### src/rtl/array_row_serializer.sv
// Captures one ROWS x COLS array via valid/ready and replays it one packed row per beat.
// Optional ARRAY_ROW_SERIALIZER_TRACE_EN adds a registered diagonal-sum output (trace_o).
module array_row_serializer #(
    parameter int BIT_WIDTH = 4,
    parameter int ROWS      = 8,
    parameter int COLS      = 8,
    localparam int IDX_W    = (ROWS > 1) ? $clog2(ROWS) : 1
) (
    input  logic                                     clk,
    input  logic                                     rst_n,
    input  logic [ROWS-1:0][COLS-1:0][BIT_WIDTH-1:0] in_i,
    input  logic                                     in_valid_i,
    output logic                                     in_ready_o,
    output logic [COLS*BIT_WIDTH-1:0]                out_row_o,
    output logic [IDX_W-1:0]                         out_idx_o,
    output logic                                     out_last_o,
    output logic                                     out_valid_o,
    input  logic                                     out_ready_i
`ifdef ARRAY_ROW_SERIALIZER_TRACE_EN
    ,
    output logic [BIT_WIDTH+$clog2((ROWS < COLS) ? ROWS : COLS)-1:0] trace_o
`endif
);

    typedef enum logic {IDLE = 1'b0, SEND = 1'b1} state_t;

    localparam logic [IDX_W-1:0] LAST_IDX = IDX_W'(ROWS - 1);

    state_t                                   state_q, state_d;
    logic [IDX_W-1:0]                         row_idx_q, row_idx_d;
    logic [ROWS-1:0][COLS-1:0][BIT_WIDTH-1:0] buf_q;
    logic                                     capture_s;
    logic                                     at_last_s;

    assign at_last_s = (row_idx_q == LAST_IDX);

    // Next-state logic: capture in IDLE, advance one row per accepted beat in SEND.
    always_comb begin
        state_d   = state_q;
        row_idx_d = row_idx_q;
        capture_s = 1'b0;
        case (state_q)
            IDLE: begin
                if (in_valid_i) begin
                    capture_s = 1'b1;
                    row_idx_d = {IDX_W{1'b0}};
                    state_d   = SEND;
                end else begin
                    state_d   = IDLE;
                end
            end
            SEND: begin
                if (out_ready_i) begin
                    if (at_last_s) begin
                        state_d   = IDLE;
                    end else begin
                        row_idx_d = row_idx_q + IDX_W'(1);
                    end
                end else begin
                    state_d = SEND;
                end
            end
            default: begin
                state_d   = IDLE;
                row_idx_d = {IDX_W{1'b0}};
            end
        endcase
    end

    // Output decode; the row mux reads the buffer only, so stalls hold out_* stable.
    always_comb begin
        in_ready_o  = (state_q == IDLE);
        out_valid_o = (state_q == SEND);
        out_idx_o   = row_idx_q;
        out_last_o  = (state_q == SEND) && at_last_s;
        out_row_o   = {(COLS*BIT_WIDTH){1'b0}};
        for (int r = 0; r < ROWS; r++) begin
            if (row_idx_q == IDX_W'(r)) begin
                out_row_o = buf_q[r];
            end else begin
                out_row_o = out_row_o;
            end
        end
    end

    // State, row pointer and capture buffer registers.
    always_ff @(posedge clk or negedge rst_n) begin
        if (!rst_n) begin
            state_q   <= IDLE;
            row_idx_q <= {IDX_W{1'b0}};
            buf_q     <= '0;
        end else begin
            state_q   <= state_d;
            row_idx_q <= row_idx_d;
            if (capture_s) begin
                buf_q <= in_i;
            end
        end
    end

`ifdef ARRAY_ROW_SERIALIZER_TRACE_EN
    localparam int DIAG    = (ROWS < COLS) ? ROWS : COLS;
    localparam int TRACE_W = BIT_WIDTH + $clog2(DIAG);

    function automatic logic [TRACE_W-1:0] diag_sum(
        input logic [ROWS-1:0][COLS-1:0][BIT_WIDTH-1:0] a
    );
        logic [TRACE_W-1:0] s;
        s = {TRACE_W{1'b0}};
        for (int i = 0; i < DIAG; i++) begin
            s = s + TRACE_W'(a[i][i]);
        end
        return s;
    endfunction

    // Diagonal sum is latched alongside the buffer and held until the next capture.
    always_ff @(posedge clk or negedge rst_n) begin
        if (!rst_n) begin
            trace_o <= {TRACE_W{1'b0}};
        end else if (capture_s) begin
            trace_o <= diag_sum(in_i);
        end
    end
`endif

endmodule

### config.mk
export PLATFORM = sky130hd
export DESIGN_NAME = array_row_serializer
export DESIGN_NICKNAME = d
export VERILOG_FILES = /design/src/rtl/array_row_serializer.sv
export SDC_FILE = /design/constraint.sdc
export NUM_CORES = 1
export LEC_CHECK = 0
export BUFFER_PORTS_ARGS = -buffer_cell sky130_fd_sc_hd__buf_2
export CAP_MARGIN = 5
export CORE_MARGIN = 1
export CORE_UTILIZATION = 49
export DETAILED_ROUTE_END_ITERATION = 10
export GPL_ROUTABILITY_DRIVEN = 0
export PLACE_DENSITY = 0.84
export SYNTH_ARGS = -nofsm -noshare
export SYNTH_HDL_FRONTEND = slang
export SYNTH_SLANG_ARGS = --single-unit
export TNS_END_PERCENT = 5
### constraint.sdc
create_clock -name clk -period 2.2 [get_ports clk]
set_input_delay 0.22 -clock clk [delete_from_list [all_inputs] [get_ports clk]]
set_output_delay 0.22 -clock clk [all_outputs]
set_load 0.03 [all_outputs]
# After elaboration in Yosys (flattened, before gate mapping)
# Cells that the tools add are included.
# classes
addsub,1
bitwise,1
reduce_logical,3
div_mod_pow,0
eq_ne,10
shift,0
mul,0
magnitude_cmp,0
n_mux,17
# op_table
op,n
32-bit two-way mux,8
"3-bit == test, second input constant",4
3-bit two-way mux,3
"3-bit by 2-bit == test with 1-bit output, second input constant",2
"2-bit inequality test, second input constant",3
3-bit one-hot mux with 2 select lines,1
1-bit two-way mux,4
"3-bit by 1-bit adder with 3-bit output, second input constant",1
"3-bit by 1-bit == test with 1-bit output, second input constant",1
3-bit zero test,1
3-bit AND reduction,1
1-bit one-hot mux with 2 select lines,1
1-bit logical AND,1
1-bit NOT,1
# totals
regBits,260
rom_bits,0
ram_bits,0
latch_bits,0
n_memories,0

# Logic depth before layout (Yosys ltp)
# depth
depth_word,9
ltp_mapped,11
depth_no_buf,6

# Worst setup path before layout
# No wires, ideal clock.
# synth_timing
path_kind,flip-flop to output port
start,register row_idx_q[2] (netlist: out_idx_o[2])
end,output port out_row_o[22]
stages_incl_launch_ff,12
path_slack_ns,-0.590
arrival_time_ns,2.570
required_time_ns,1.980
path_cell_list,dfrtp_1 buf_6 inv_1 clkbuf_1 ha_1 clkbuf_1 or2_1 buf_6 buf_6 a221oi_2 o22ai_1 a21oi_1
# synth_between
elab_chain_cells,9
word_cells_on_any_way,16
# synth_rtl
element,line_no,source
"start, declared",30,"logic [IDX_W-1:0] row_idx_q, row_idx_d;"
"start signal, assigned",90,row_idx_q <= {IDX_W{1'b0}};
"start signal, assigned",94,row_idx_q <= row_idx_d;
3-bit zero test,78,if (row_idx_q == IDX_W'(r)) begin
32-bit two-way mux (7 in series),78,
32-bit two-way mux (*),78,
"end, declared",14,"output logic [COLS*BIT_WIDTH-1:0] out_row_o,"
# Mark *: on every way between the ends. The rest lies on a longest branch, timed or not.

# Final worst setup path
# layout_timing
start,register row_idx_q[0] (netlist: out_idx_o[0])
end,output port out_row_o[26]
# The elaborated chain is that of the path after synthesis.

==> qor.csv <==
stage,metric,value,unit
grt,grt_pass1_wl,70.40,mm
worst_setup_path,critPathKind,reg2out,
grt,grt-ovfl-total,0,
finish,layout_common_cells,"buf_2 (265), dlygate4sd3_1 (259), dfrtp_1 (258), mux2_2 (192), nand2_1 (133)",
logic_synthesis,synth_area_per_cell,11.06,µm²
logic_synthesis,synth_compound_area_frac,0.1572,
logic_synthesis,netlist_area,12350,µm²
timing,setup_viol,32,
clock_tree,htreeDepth,1,
run_status,status,"finished, violations left",
timing,period_needed,2.866,ns
clock_tree,clkTransAtPathRegs,0.07,ns
detailed_routing,drtPass1Iterations,6,
finish,finalNetCount,1933,
worst_hold_path,hp-class,in2reg,
clock_tree,cts-root-buf,clkbuf_16,
worst_setup_path,cp-start-kind,register,
logic_synthesis,yosys.area_share.simple,0.07890,
logic_synthesis,seq_area_frac_synth,0.5267,
placement,port-buffer-count,297,
clock_tree,clock_latency,0.54,ns
logic_synthesis,async_flop_share,1.000,
logic_synthesis,synthCells,1117,
worst_setup_path,crit_family,compound AO/OA/AOI/OAI gates,
timing,tightestPinTransition,0.6141,ns
detailed_routing,vias_per_cell,5.776,
grt,grt_pass1_vias,12687,
timing,finalMaxSlewViolations,0,
logic_synthesis,synth.distinct_cells,25,
grt,antenna_found_initial,5,
logic_synthesis,yosys.area_share.xor_xnor,0,
timing,hold_viol_final,0,
detailed_routing,dr.first_iter.drc_count,1258,
detailed_routing,postRouteAntennaNets,0,
timing,rsz0062_at_grt,yes,
timing,fmax,348.9,MHz
logic_synthesis,synth-main-ff-cell,dfrtp_1,
power,ir_drop,1.165,mV
clock_tree,cts.path.max_buffers,3,
logic_synthesis,synth_top_family_by_area,multiplexers,
finish,fin_util,0.7568,
grt,grt_start_max_net_pins,77,
power,p_leak,0.008345,µW
detailed_routing,vias,11655,
worst_setup_path,cp_cell_sequence,buf_6 -> ha_4 -> buf_12 -> buf_12 -> nand3b_1 -> a221oi_2 -> o22ai_2 -> a21oi_2 -> buf_6,
logic_synthesis,synthAdderAreaFrac,0.006077,
clock_tree,cts_sinks,260,
finish,regArea,6509,µm²
logic_synthesis,synth_edf_count,0,
detailed_routing,wl_per_cell,22.80,µm
finish,multi_input_comb_area,5469,µm²
die,ios,298,
flow_run,maxCapViolCount,0,
timing,fin_ws,-0.6662,ns
finish,fill_cells,1477,
finish,final_common_cell,buf_2,
timing,slew-limit-headroom,0.5863,
die,core-area,24530,µm²
worst_setup_path,cpPeakStageDelay,0.42,ns
clock_tree,numCtsBuffers,28,
worst_setup_path,cp.buffers_inverters,4,
finish,drive_gt1_frac,0.4121,
clock_tree,cts_tree,done,
run_status,violations,setup timing,
power,powerDensity,1476,nW/µm²
logic_synthesis,syn_nets,1383,
grt,track_usage,0.3563,
die,die_w,160.8,µm
detailed_routing,drc_errors,0,
die,dieArea,25850,µm²
die,initial_core_util,0.5035,
detailed_routing,wl,46.01,mm
finish,areaGrowthSynthToFinish,50.30,%
worst_setup_path,crit_path_end_kind,primary output,
logic_synthesis,ys_ff_latch,260,
timing,skew,0.007571,ns
die,core.rowCount,57,
worst_setup_path,cp.required,1.98,ns
timing,fin_crit_sh,1.303,
worst_setup_path,crit_path_max_fanout,29,
logic_synthesis,yosysWarnings,0,
power,power,27400,µW
worst_setup_path,arrival,2.65,ns
die,die_y,160.8,µm
logic_synthesis,synth_mux_area_frac,0.1750,
worst_setup_path,crit_slowest_cell,dfrtp_2,
placement,dp_hpwl,25.93,mm
-- cell families after synthesis --
kind of cell,Yosys count
fa+ha+maj,6
simple gates,203
compound gates,293
flops,260
buf+inv,163
mux,192
-- metal layers --
layer | global-route usage | routed length (µm)
met5 | 0 | 0
met4 | 0.1814 | 2789
met3 | 0.06715 | 3654
met2 | 0.6678 | 24290
met1 | 0.3791 | 15280
-- metrics by stage --
step | area, µm² | cells | setup TNS, ns | worst slack [ns] | hold slack, ns
6_report | 18570 | 2018 | -16.25 | -0.6662 | 0.2074
4_1_cts | 18510 | 2010 | -15.21 | -0.5187 | 0.001940
5_1_grt | 18570 | 2018 | -18.76 | -0.7151 | 0.2552
3_3_place_gp | 14550 | 1692 | -1.012 | -0.07859 | 0.1870
2_1_floorplan | 12510 | 1117 | -5.809 | -0.1872 | -0.07559
3_5_place_dp | 14550 | 1692 | -1.668 | -0.09846 | 0.1891
-- power breakdown --
group	switching [µW]	internal, µW	total, µW
registers	1490	7140	8630
logic	7710	5920	13600
clock network	2030	3110	5150
-- tightest hold or removal path: cells and delay by family --
family          cells  cell delay, ns
simple gates        2            0.13
buf+inv             1            0.10
compound gates      2            0.25
-- final timing paths --
kind | startpoint | end | slack [ns] | cells past startpoint
max in group asynchronous | rst_n | out_idx_o[2] | 1.22 | 3
min in group asynchronous | rst_n | buf_q[102] | 0.22 | 2
setup reg to reg | out_idx_o[0] | out_valid_o | 0.31 | 6
setup / recovery | out_idx_o[0] | out_row_o[26] | -0.67 | 9
hold / removal | in_valid_i | out_idx_o[0] | 0.21 | 5
hold reg to reg | buf_q[231] | buf_q[231] | 0.50 | 1
-- registers in the layout, indices dropped and copies added, names as in the netlist --
| signal | cells |
|---|---|
| buf_q | 256 |
| out_valid_o | 1 |
| out_idx_o | 3 |
-- timing repair --
| item | 4_1_cts | 5_1_grt |
|---|---|---|
| gates cloned | 1 | 0 |
| pin swaps | 11 | 4 |
| resized for setup | 74 | 4 |
| setup endpoints to repair | 32 | 32 |
| buffers inserted | 7 | 2 |
| hold endpoints to repair | 311 | 1 |
| hold buffers | 258 | 1 |
-- Yosys cell counts, types with 2 or more instances --
cell	n	area, µm²
inv_1	68	255.2
nand2b_1	33	206.5
nor2b_1	2	12.51
buf_6	5	56.30
o31ai_1	32	240.2
ha_1	6	75.07
o21ai_0	66	330.3
a31oi_1	32	200.2
nand2_1	133	499.2
a221oi_1	2	17.52
buf_4	2	15.01
buf_1	5	18.77
clkbuf_1	54	202.7
dfrtp_1	260	6506
a221oi_2	30	450.4
buf_2	29	145.1
nand3b_1	32	240.2
mux2_2	192	2162
o22ai_1	32	200.2
a21oi_1	97	485.5
-- area by class of cell --
| type | count | area share |
|---|---|---|
| multi-input cells | 694 | 0.2946 |
| clock buffers | 37 | 0.04448 |
| repair buffers | 615 | 0.2636 |
| clock inverters | 15 | 0.01031 |
| well taps | 324 | 0.02183 |
| diodes | 5 | 0.0006739 |
| inverters | 68 | 0.01402 |
| flip-flops and latches | 260 | 0.3506 |
Note: power is estimated with default switching activity, not from simulation.
